File: src/rtl/regfile_wb_pkg.sv
// Shared types, default widths and helpers for the register-file write-back arbiter.
package regfile_wb_pkg;

  localparam int unsigned WB_N          = 32;
  localparam int unsigned WB_A          = 5;
  localparam int unsigned WB_DEPTH      = 4;
  localparam int unsigned WB_STARVE_MAX = 8;

  typedef struct packed {
    logic [WB_A-1:0] rd;
    logic [WB_N-1:0] data;
    logic            live;
  } wb_entry_t;

  function automatic logic [31:0] onehot32(input logic [WB_A-1:0] rd);
    onehot32 = 32'd1 << rd;
  endfunction

endpackage

File: src/rtl/regfile_wb_arbiter_queue.sv
// wb_queue: circular FIFO of pending LSU write-backs with kill-by-rd and a
// registered pending-destination mask reflecting the post-edge queue contents.
module wb_queue
  import regfile_wb_pkg::*;
#(
  parameter int unsigned DEPTH = WB_DEPTH
) (
  input  logic             clk_i,
  input  logic             rst_ni,
  input  logic             push_i,
  input  wb_entry_t        push_entry_i,
  input  logic             pop_i,
  input  logic             kill_i,
  input  logic [WB_A-1:0]  kill_rd_i,
  output wb_entry_t        head_o,
  output logic             full_o,
  output logic             empty_o,
  output logic [DEPTH-1:0] live_mask_o,
  output logic [31:0]      pending_o
);

  localparam int unsigned PW = $clog2(DEPTH);
  localparam int unsigned CW = PW + 1;

  wb_entry_t     mem_q [DEPTH];
  wb_entry_t     mem_d [DEPTH];
  logic [PW-1:0] wr_ptr_q, wr_ptr_d, rd_ptr_q, rd_ptr_d;
  logic [CW-1:0] cnt_q, cnt_d;
  logic [31:0]   pending_q, pending_d;
  logic          do_push, do_pop;

  assign full_o    = (cnt_q == CW'(DEPTH));
  assign empty_o   = (cnt_q == '0);
  assign head_o    = mem_q[rd_ptr_q];
  assign do_push   = push_i && !full_o;
  assign do_pop    = pop_i && !empty_o;
  assign pending_o = pending_q;

  always_comb begin
    for (int i = 0; i < DEPTH; i++) live_mask_o[i] = mem_q[i].live;
  end

  always_comb begin
    mem_d     = mem_q;
    wr_ptr_d  = wr_ptr_q;
    rd_ptr_d  = rd_ptr_q;
    pending_d = '0;
    for (int i = 0; i < DEPTH; i++) begin
      if (kill_i && (mem_q[i].rd == kill_rd_i)) mem_d[i].live = 1'b0;
    end
    // Popped slots are cleared so the pending mask only sees occupied entries.
    if (do_pop) begin
      mem_d[rd_ptr_q].live = 1'b0;
      rd_ptr_d = rd_ptr_q + 1'b1;
    end
    if (do_push) begin
      mem_d[wr_ptr_q] = push_entry_i;
      if (kill_i && (push_entry_i.rd == kill_rd_i)) mem_d[wr_ptr_q].live = 1'b0;
      wr_ptr_d = wr_ptr_q + 1'b1;
    end
    cnt_d = cnt_q + CW'(do_push) - CW'(do_pop);
    for (int i = 0; i < DEPTH; i++) begin
      if (mem_d[i].live) pending_d = pending_d | onehot32(mem_d[i].rd);
    end
  end

  always_ff @(posedge clk_i or negedge rst_ni) begin
    if (!rst_ni) begin
      for (int i = 0; i < DEPTH; i++) mem_q[i] <= '0;
      wr_ptr_q  <= '0;
      rd_ptr_q  <= '0;
      cnt_q     <= '0;
      pending_q <= '0;
    end else begin
      mem_q     <= mem_d;
      wr_ptr_q  <= wr_ptr_d;
      rd_ptr_q  <= rd_ptr_d;
      cnt_q     <= cnt_d;
      pending_q <= pending_d;
    end
  end

endmodule

File: src/rtl/regfile_wb_arbiter.sv
// Register-file write-back arbiter: ALU results win the write port, LSU results queue.
// Optional WB_BYPASS_EN lets an LSU result skip the empty queue straight to the port.
module regfile_wb_arbiter
  import regfile_wb_pkg::*;
#(
  parameter int unsigned DEPTH      = WB_DEPTH,
  parameter int unsigned STARVE_MAX = WB_STARVE_MAX
) (
  input  logic            clk_i,
  input  logic            rst_ni,
  input  logic            alu_valid_i,
  input  logic [WB_A-1:0] alu_rd_i,
  input  logic [WB_N-1:0] alu_data_i,
  input  logic            lsu_valid_i,
  output logic            lsu_ready_o,
  input  logic [WB_A-1:0] lsu_rd_i,
  input  logic [WB_N-1:0] lsu_data_i,
  output logic            we3_o,
  output logic [WB_A-1:0] addr3_o,
  output logic [WB_N-1:0] wd3_o,
  output logic [31:0]     lsu_pending_o,
  output logic            stall_req_o
);

  localparam int unsigned SW = $clog2(STARVE_MAX + 1);

  wb_entry_t        q_head, push_entry;
  logic             q_full, q_empty;
  logic [DEPTH-1:0] q_live_mask;
  logic             alu_win, lsu_fire, bypass, push, pop;
  logic             we_q, we_d;
  logic [WB_A-1:0]  addr_q, addr_d;
  logic [WB_N-1:0]  wd_q, wd_d;
  logic [SW-1:0]    starve_q, starve_d;

  assign lsu_ready_o = !q_full;
  assign alu_win     = alu_valid_i && (alu_rd_i != '0);
  assign lsu_fire    = lsu_valid_i && !q_full;
`ifdef WB_BYPASS_EN
  assign bypass      = lsu_fire && q_empty && !alu_valid_i && (lsu_rd_i != '0);
`else
  assign bypass      = 1'b0;
`endif
  // x0 results are accepted but never stored; any ALU beat (even to x0) holds the port.
  assign push        = lsu_fire && (lsu_rd_i != '0) && !bypass;
  assign pop         = !alu_valid_i && !q_empty;
  assign push_entry  = '{rd: lsu_rd_i, data: lsu_data_i, live: 1'b1};

  wb_queue #(.DEPTH(DEPTH)) u_queue (
    .clk_i        (clk_i),
    .rst_ni       (rst_ni),
    .push_i       (push),
    .push_entry_i (push_entry),
    .pop_i        (pop),
    .kill_i       (alu_win),
    .kill_rd_i    (alu_rd_i),
    .head_o       (q_head),
    .full_o       (q_full),
    .empty_o      (q_empty),
    .live_mask_o  (q_live_mask),
    .pending_o    (lsu_pending_o)
  );

  always_comb begin
    we_d   = 1'b0;
    addr_d = addr_q;
    wd_d   = wd_q;
    if (alu_win) begin
      we_d   = 1'b1;
      addr_d = alu_rd_i;
      wd_d   = alu_data_i;
    end else if (pop && q_head.live) begin
      we_d   = 1'b1;
      addr_d = q_head.rd;
      wd_d   = q_head.data;
    end else if (bypass) begin
      we_d   = 1'b1;
      addr_d = lsu_rd_i;
      wd_d   = lsu_data_i;
    end
  end

  // Down-counter: reloads whenever nothing live is waiting, terminal count raises stall_req.
  always_comb begin
    starve_d = starve_q;
    if (pop || (q_live_mask == '0)) starve_d = SW'(STARVE_MAX);
    else if (q_head.live && (starve_q != '0)) starve_d = starve_q - 1'b1;
  end

  assign stall_req_o = (starve_q == '0);
  assign we3_o       = we_q;
  assign addr3_o     = addr_q;
  assign wd3_o       = wd_q;

  always_ff @(posedge clk_i or negedge rst_ni) begin
    if (!rst_ni) begin
      we_q     <= 1'b0;
      addr_q   <= '0;
      wd_q     <= '0;
      starve_q <= SW'(STARVE_MAX);
    end else begin
      we_q     <= we_d;
      addr_q   <= addr_d;
      wd_q     <= wd_d;
      starve_q <= starve_d;
    end
  end

endmodule

File: config.mk
export PLATFORM = sky130hd
export DESIGN_NAME = regfile_wb_arbiter
export DESIGN_NICKNAME = d
export VERILOG_FILES = /design/src/rtl/regfile_wb_pkg.sv /design/src/rtl/regfile_wb_arbiter_queue.sv /design/src/rtl/regfile_wb_arbiter.sv
export SDC_FILE = /design/constraint.sdc
export NUM_CORES = 1
export LEC_CHECK = 0
export ABC_AREA = 1
export BUFFER_PORTS_ARGS = -buffer_cell sky130_fd_sc_hd__buf_4
export CAP_MARGIN = 20
export CORE_ASPECT_RATIO = 1.1
export CORE_MARGIN = 2
export CORE_UTILIZATION = 30
export DETAILED_ROUTE_END_ITERATION = 10
export PLACE_DENSITY = 0.59
export SLEW_MARGIN = 20
export SYNTH_ARGS = -nofsm -noshare
export SYNTH_HDL_FRONTEND = slang
export SYNTH_HIERARCHICAL = 1
export SYNTH_SLANG_ARGS = --single-unit
File: constraint.sdc
create_clock -name clk_i -period 2.45 [get_ports clk_i]
set_input_delay 0.3675 -clock clk_i [delete_from_list [all_inputs] [get_ports clk_i]]
set_output_delay 0.3675 -clock clk_i [all_outputs]
set_load 0.02 [all_outputs]
==> impl_metrics.json <==
{
  "status": "finished, final reports clean",
  "grt_use_total_pct": 19.9,
  "ir_drop_v": 0.000621,
  "layout_min_cycle_time_ns": 2.36,
  "synth_cells": 1799,
  "gp_congestion": 0.922,
  "fp.coreArea_um2": 41500,
  "rsz0062_at_grt": "true",
  "rows": 78,
  "crit_required_ns": 2.93,
  "drtAntennaViolNets": 0,
  "synth.yosys.warnings": 6,
  "postLayoutCellArea_um2": 15600,
  "viasPerCell": 4.87,
  "root_buffer": "clkbuf_16",
  "syn_area_per_cell_um2": 7.04,
  "dieArea_um2": 43900,
  "synth_edf_count": 0,
  "clockBufferDepth": 3,
  "cts_tree": "built",
  "yosys.area.top_type": "dfrtp_1",
  "synthArstFlopShare_pct": 100,
  "filler_cell_count": 4390,
  "max_freq_ghz": 0.424,
  "synth_area_um2": 12700,
  "die_x_um": 200,
  "cp-start-kind": "register",
  "htree_levels": 1,
  "crit_fanout": 11,
  "cts_buffers": 28,
  "endpoint_kind": "register",
  "path_class": "register to register",
  "place_hpwl_um": 28100,
  "antenna_found_initial": 0,
  "clk_pin_slew_ns": 0.06,
  "seq_area_frac_synth_pct": 46.0,
  "finClkSkew_ns": 0.0576,
  "setup_viol": 0,
  "drc": 0,
  "p_per_area_nw_per_um2": 1230,
  "drt_iter0_markers": 1070,
  "grt_overflow": 0,
  "first_global_vias": 12200,
  "port-buffer-count": 149,
  "routed_wl_um": 43500,
  "start_util_pct": 30.5,
  "leakagePower_nw": 8.08,
  "n_antenna_cell": 0,
  "first_pass_iters": 5,
  "ys_types": 34,
  "io_pins": 150,
  "drive_above_1_share_pct": 15.2,
  "fin_crit_sh_pct": 96.2,
  "grt_pass1_wl_um": 68900,
  "wl_per_cell_um": 17.1,
  "fin_ws_ns": 0.0931,
  "crit_arrival_ns": 2.84,
  "placed_cell_area_um2": 14400,
  "synth-main-ff-cell": "dfrtp_1",
  "synth_top_area_share_pct": 45.8,
  "insertion_delay_ns": 0.59,
  "slew_viol_final": 0,
  "via_count": 12400,
  "cts_sinks": 233,
  "pre_cts_slack_ns": -0.0394,
  "final_nets": 2056,
  "die_y_um": 220,
  "slew_headroom_pct": 43.8,
  "ys_top_cells_by_area": "dfrtp_1, nand2_1, nor2_1",
  "tightest_slew_ns": 0.843,
  "ys_ff_latch": 233,
  "syn2layout_area_growth_pct": 23.5,
  "holdWs_ns": 0.0191,
  "hp-class": "input port to register",
  "cap_violations": 0,
  "tns_ns": 0,
  "grt_max_degree": 80,
  "hold_violations": 0
}
per-stage QoR:
stage | std cells | power, mW | utilization, %
after floorplan | 1802 | 12.1 | -
final | 2543 | 19.3 | 37.7
after global placement | 2466 | 15.0 | 34.8
after global routing | 2543 | 20.8 | 37.7
after detailed placement | 2466 | 15.1 | 34.8
after CTS | 2541 | 19.2 | 37.6
where the power goes:
group / switching [mW] / internal, mW
Clock: 1.65 / 2.30
Sequential: 0.941 / 5.36
Combinational: 6.11 / 2.92
synth_stat cells (2+ instances only):
library cell	instances
a21oi_1	19
buf_1	6
buf_2	14
buf_4	7
buf_6	16
clkbuf_1	46
dfrtp_1	232
ha_1	11
inv_1	100
inv_2	18
nand2_1	706
nand2_2	17
nand2_4	4
nand3_1	137
nand3_4	5
nand4_1	7
nor2_1	295
nor2_2	3
nor3_1	2
o21ai_0	94
o21ai_2	5
o22ai_1	36
xnor2_1	2
xor2_1	7
registers in the layout, summed over array words and instances, names as in the netlist:
| signal | cells |
|---|---|
| addr3_o | 5 |
| starve_q | 4 |
| u_queue/cnt_q | 3 |
| u_queue/live_mask_o | 4 |
| u_queue/mem_q | 148 |
| u_queue/pending_o | 32 |
| u_queue/rd_ptr_q | 2 |
| u_queue/wr_ptr_q | 2 |
| wd3_o | 32 |
| we3_o | 1 |
layer usage:
layer  track usage [%]  vias up  wire, um
li1                  -     5935         -
met1              27.6     5920     19400
met2              32.8      482     20000
met3              3.06       54      3420
met4              4.52        0       626
met5                 0        -         0
area by class of cell:
cell class / count / area, um2 / area share (%)
flip-flops and latches: 233 / 5830 / 37.3
repair buffers: 223 / 1800 / 11.5
clock inverters: 6 / 82.6 / 0.528
clock buffers: 41 / 779 / 4.98
inverters: 119 / 454 / 2.90
multi-input cells: 1361 / 5990 / 38.3
well taps: 560 / 701 / 4.48
critical path, stage by stage, from the launching register on:
cell and delay (ns):
dfrtp_1 0.42, nand3_4 0.11, inv_4 0.04, inv_4 0.04, nand3_2 0.07, inv_2 0.20
buf_4 0.17, nand3_4 0.11, nand2_1 0.08, o21ai_0 0.07, buf_4 0.19, inv_1 0.27
nand3_1 0.19, nor2_1 0.16, nor2_1 0.05, nand2_1 0.05
what timing repair did:
action | 4_1_cts | 5_1_grt
setup endpoints to repair | 0 | 32
resized for setup | 0 | 8
endpoints found under the hold margin | 159 | 0
hold buffers | 28 | 0
buffers inserted | 0 | 2
worst paths after layout:
path | slack [ns] | cells after the start | start | endpoint
worst max-delay path | 0.09 | 15 | u_queue/cnt_q[2] | u_queue/pending_o[15]
worst min-delay path | 0.02 | 3 | lsu_data_i[14] | u_queue/mem_q[91]
worst max register to register | 0.09 | 15 | u_queue/cnt_q[2] | u_queue/pending_o[15]
worst min register to register | 0.47 | 2 | u_queue/mem_q[52] | u_queue/mem_q[52]
max in group asynchronous | 1.29 | 3 | rst_ni | starve_q[3]
min in group asynchronous | 0.33 | 2 | rst_ni | u_queue/mem_q[14]
layout by cell type (no fill, tap or decap), drive strengths merged:
master / count
dfrtp: 232
buf: 195
nor2: 298
nand2: 727
nand3: 143
dfstp: 1
clkbuf: 41
fa: 1
xor2: 7
xnor2: 2
inv: 119
ha: 11
clkinvlp: 1
clkinv: 4
o21ai: 100
bufinv: 1
a21oi: 19
conb: 4
nand4: 7
o22ai: 36
nor3: 3
nand3b: 1
dlygate4sd3: 28
a21boi: 1
or2: 1
cell families after synthesis:
logic type,synth area share [%]
and+or+nand+nor,37.8
DFF,46.0
buffers and inverters,7.48
AOI/OAI and AO/OA,6.78
adders and majority gates,1.24
xor gates and xnor gates,0.622
other,0.0296
(Power assumes the default switching activity.)
